## src/rtl/rr_mux_arbiter.sv

```systemverilog
// Round-robin arbiter in front of an N-input mux: grants one pending requester per cycle
// and registers the selected word with its source index behind a valid/ready output.
module rr_mux_arbiter #(
    parameter int unsigned N = 8,
    parameter int unsigned WIDTH = 8,
    localparam int unsigned SEL_WIDTH = $clog2(N)
) (
    input  logic                 clk,
    input  logic                 rst_n,
    input  logic [N-1:0]         req_valid,
    input  logic [N*WIDTH-1:0]   req_data,
    output logic [N-1:0]         req_ready,
    output logic                 out_valid,
    output logic [WIDTH-1:0]     out_data,
    output logic [SEL_WIDTH-1:0] out_src,
    input  logic                 out_ready
);

    localparam logic [SEL_WIDTH:0]   NUM_REQ  = (SEL_WIDTH + 1)'(N);
    localparam logic [SEL_WIDTH-1:0] LAST_IDX = SEL_WIDTH'(N - 1);

    logic [SEL_WIDTH-1:0] ptr_q, ptr_d;
    logic                 out_valid_q, out_valid_d;
    logic [WIDTH-1:0]     out_data_q, out_data_d;
    logic [SEL_WIDTH-1:0] out_src_q, out_src_d;

    logic                 load;
    logic                 found;
    logic [SEL_WIDTH-1:0] grant_idx;
    logic                 transfer;
    logic [WIDTH-1:0]     sel_word;
    logic [WIDTH-1:0]     req_word [N];

    assign load = !out_valid_q || out_ready;

    always_comb begin
        for (int i = 0; i < N; i++) begin
            req_word[i] = req_data[i*WIDTH +: WIDTH];
        end
    end

    // Search upward from ptr with explicit wrap so non-power-of-2 N never leaves 0..N-1.
    always_comb begin
        logic [SEL_WIDTH:0] cand;
        found     = 1'b0;
        grant_idx = '0;
        cand      = '0;
        for (int unsigned off = 0; off < N; off++) begin
            cand = {1'b0, ptr_q} + (SEL_WIDTH + 1)'(off);
            if (cand >= NUM_REQ) begin
                cand = cand - NUM_REQ;
            end
            if (!found && req_valid[cand[SEL_WIDTH-1:0]]) begin
                found     = 1'b1;
                grant_idx = cand[SEL_WIDTH-1:0];
            end
        end
    end

    // Reset gating keeps req_ready low while rst_n is held, even though load is high then.
    assign transfer = rst_n && load && found;

    always_comb begin
        req_ready = '0;
        if (transfer) begin
            req_ready[grant_idx] = 1'b1;
        end
    end

    always_comb begin
        sel_word = '0;
        for (int i = 0; i < N; i++) begin
            if (grant_idx == SEL_WIDTH'(i)) begin
                sel_word = req_word[i];
            end
        end
    end

    always_comb begin
        ptr_d       = ptr_q;
        out_valid_d = out_valid_q;
        out_data_d  = out_data_q;
        out_src_d   = out_src_q;
        if (transfer) begin
            out_valid_d = 1'b1;
            out_data_d  = sel_word;
            out_src_d   = grant_idx;
            ptr_d       = (grant_idx == LAST_IDX) ? '0 : grant_idx + 1'b1;
        end else if (out_valid_q && out_ready) begin
            out_valid_d = 1'b0;
        end
    end

    always_ff @(posedge clk or negedge rst_n) begin
        if (!rst_n) begin
            ptr_q       <= '0;
            out_valid_q <= 1'b0;
            out_data_q  <= '0;
            out_src_q   <= '0;
        end else begin
            ptr_q       <= ptr_d;
            out_valid_q <= out_valid_d;
            out_data_q  <= out_data_d;
            out_src_q   <= out_src_d;
        end
    end

    assign out_valid = out_valid_q;
    assign out_data  = out_data_q;
    assign out_src   = out_src_q;

endmodule

```

## config.mk

```make
export PLATFORM = sky130hd
export DESIGN_NAME = rr_mux_arbiter
export DESIGN_NICKNAME = d
export VERILOG_FILES = /design/src/rtl/rr_mux_arbiter.sv
export SDC_FILE = /design/constraint.sdc
export NUM_CORES = 1
export LEC_CHECK = 0
export CORE_AREA = 2 2 80 82
export CTS_CLUSTER_DIAMETER = 120
export DETAILED_ROUTE_END_ITERATION = 6
export DIE_AREA = 0 0 82 84
export PLACE_DENSITY = 0.79
export SETUP_SLACK_MARGIN = 0.02
export SLEW_MARGIN = 30
export SYNTH_ARGS = -nofsm -noshare
export SYNTH_HDL_FRONTEND = slang
export SYNTH_SLANG_ARGS = --single-unit
```

## constraint.sdc

```tcl
create_clock -name clk -period 4.5 [get_ports clk]
set_clock_uncertainty 0.1 [all_clocks]
set_input_delay 0.675 -clock clk [delete_from_list [all_inputs] [get_ports clk]]
set_output_delay 0.675 -clock clk [all_outputs]
set_load 0.02 [all_outputs]
```

==> out/results.ini <==
[outcome]
outcome=complete, no violations

[global_routing]
grt_pass1_wl_um=14000
grt_antenna_before_repair=0
overflow=0
grt_use_total=0.257
grt_max_degree=21
grt_pass1_vias=2822

[die]
chipHeight_um=84
coreArea_um2=6100
initial_utilization=0.395
placementRows=29
dieArea_um2=6890
io_pins=95
die_x_um=82

[synth]
synth_area_per_cell_um2=8.36
synth_edf_count=0
synth_seq_cells=15
yosysSeqAreaShare=0.156
syn_nets=369
synth.distinct_cells=60
synthFlopType=dfrtp_1
ys_async_sr_fraction=1.00
ys_warn_count=0
syn_area_um2=2410
synth_cells=288

[job]
max-cap-violations=0

[hold_path]
holdPathStages=2
min_from=out_src[1]$_DFFE_PN0P_
hold_class=reg2reg
whs_endpoint=out_src[1]$_DFFE_PN0P_

[clock_tree]
clkTransAtPathRegs_ns=0.06
htree_levels=1
root_buffer=clkbuf_8
cts_hold_buf=0
cts_buffers=3
clock_path_buffers=2
insertion_delay_ns=0.25
cts_tree=done
cts_sinks=15

[finish]
area_delta_synth_final_pct=64.6
antenna_cells=0
fin_area_um2=3960
fin_cells=503
mostFrequentLayoutCells=clkdlybuf4s50_1 (78), buf_4 (58), nor2_1 (40)
final_common_cell=clkdlybuf4s50_1
drive_above_1_share=0.265
nets=508

[worst_setup_path]
rr_endpoint=out_data[3]$_DFFE_PN0P_
rr_worst_depth=18
cp.buffers_inverters=4
cp_max_fo=13
critPathSlowestCell=mux4_2
crit_path_cell_trace=clkinv_4 -> ha_4 -> buf_12 -> mux2i_1 -> mux4_2 -> a32o_2 -> a311o_1 -> o41ai_2 -> nand3_4 -> inv_1 -> nand2_1 -> nor2_1 -> clkdlybuf4s15_1
criticalPathCategory=reg2out
cp-end-kind=output port
reg2reg_from=ptr_q[0]$_DFFE_PN0P_
crit_required_ns=3.72
rrSetupSlack_ns=0.21
cp-start-kind=flop
cpPeakStageDelay_ns=0.53
cp_data_arrival_time_ns=3.54
cp_top_family=buffers and inverters

[placement]
place_inst=497
io_buffers=94
place_hpwl_um=7140
place_area_um2=3830
gp_congestion=0.933

[sta]
slew_violations=0
setup_viol=0
max_freq_ghz=0.232
rsz0062_at_grt=no
maxSlewHeadroom=0.604
period_needed_ns=4.32
worstMarginPinSlew_ns=0.590
finalHoldViolCount=0
finalCritPeriodShare=0.959

[detailed_routing]
wl_per_cell_um=17.7
viasPerCell=5.99
drtIter0Drc=360
dr_total_vias=3015
drt_pass1_iterations=5
ant_nets=0
routed_wl_um=8920
drc_errors=0

## routing by layer
metal  global-route usage  vias up  part of all wire  routed length, um
li1                     -     1413                 -                  -
met4               0.0394        0             0.014                122
met5                    0        -                 0                  0
met2                0.407      127              0.48               4290
met1                0.364     1461              0.44               3900
met3               0.0563       14             0.068                607
## how the worst max path moves through the flow
stage | startpoint | end | slack, ns | depth (start not counted)
2_1_floorplan | ptr_q[1]$_DFFE_PN0P_ | out_data[6]$_DFFE_PN0P_ | 0.02 | 18
3_3_place_gp | req_valid[5] | req_ready[1] | -0.28 | 12
3_5_place_dp | req_valid[5] | req_ready[1] | -0.32 | 12
4_1_cts | req_valid[5] | req_ready[1] | 0.04 | 12
5_1_grt | ptr_q[0]$_DFFE_PN0P_ | out_data[3]$_DFFE_PN0P_ | 0.03 | 16
6_report | ptr_q[0]$_DFFE_PN0P_ | req_ready[4] | 0.18 | 13
## synth_stat cells (2+ instances only)
| cell type | instances | area share |
|---|---|---|
| nand3b_1 | 2 | 0.0062 |
| o31ai_1 | 3 | 0.0094 |
| mux2_2 | 4 | 0.019 |
| nand2b_1 | 4 | 0.010 |
| o21a_1 | 3 | 0.0094 |
| a32oi_1 | 2 | 0.0073 |
| nand3_1 | 11 | 0.023 |
| ha_1 | 6 | 0.031 |
| or4_1 | 3 | 0.0094 |
| o41a_1 | 7 | 0.033 |
| nor3_1 | 4 | 0.0083 |
| a211oi_1 | 7 | 0.022 |
| inv_1 | 8 | 0.012 |
| nor2_1 | 40 | 0.062 |
| a22oi_1 | 9 | 0.028 |
| nor2b_1 | 6 | 0.016 |
| a21oi_1 | 13 | 0.027 |
| buf_2 | 3 | 0.0062 |
| nand2_1 | 26 | 0.041 |
| nor3_2 | 2 | 0.0083 |
| o22ai_1 | 8 | 0.021 |
| o21ai_0 | 8 | 0.017 |
| dfrtp_1 | 15 | 0.16 |
| mux4_2 | 13 | 0.12 |
| o211ai_1 | 10 | 0.031 |
| clkinv_1 | 2 | 0.0031 |
| o221ai_2 | 8 | 0.050 |
| mux2i_1 | 10 | 0.042 |
| clkbuf_1 | 13 | 0.020 |
| xor2_1 | 2 | 0.0073 |
| a21o_1 | 3 | 0.0094 |
| o2111ai_1 | 2 | 0.0073 |
| buf_6 | 4 | 0.019 |
## timing repair
action,in CTS,in global routing
pin swaps,0,3
setup endpoints to repair,10,16
buffers inserted,0,2
resized for setup,14,20
gates cloned,0,0
## worst reg2reg max path, delay by kind of cell (launching register included)
kind	cells	cell delay, ns
compound gates	3	0.46
simple gates	5	1.23
fa+ha+maj	2	0.48
mux	2	0.59
flops	1	0.40
buf+inv	6	0.90
## registers in the layout (all words and copies together), names as in the netlist
name / flops
out_src: 3
out_data: 8
ptr_q: 3
out_valid: 1
## cells by family after synthesis
logic type,share of synthesized area
AO/OA/AOI/OAI,0.342
XOR/XNOR,0.0109
adder cells (fa/ha/maj),0.0312
buffers and inverters,0.0624
flip-flops,0.156
multiplexers,0.191
AND/OR/NAND/NOR,0.206
## final cells by class
cell class	count	area (um2)
Tap cell	77	96.3
Sequential cell	15	375
Multi-Input combinational cell	242	1970
Inverter	10	43.8
Timing Repair Buffer	155	1430
Clock buffer	4	45.0
Fill cell	516	2130
## per-stage QoR
stage / hold WS (ns) / utilization / setup TNS (ns) / worst slack [ns]
floorplan: 0.279 / - / 0 / 0.0248
global placement: 0.367 / 0.629 / -1.96 / -0.279
detailed placement: 0.387 / 0.629 / -3.39 / -0.321
CTS: 0.402 / 0.638 / 0 / 0.0359
global route: 0.430 / 0.650 / 0 / 0.0280
finish: 0.396 / 0.650 / 0 / 0.183
Power is left out: the tool's default activity adds up to more than one toggle a clock period on the data nets, which glitch-free logic cannot reach.
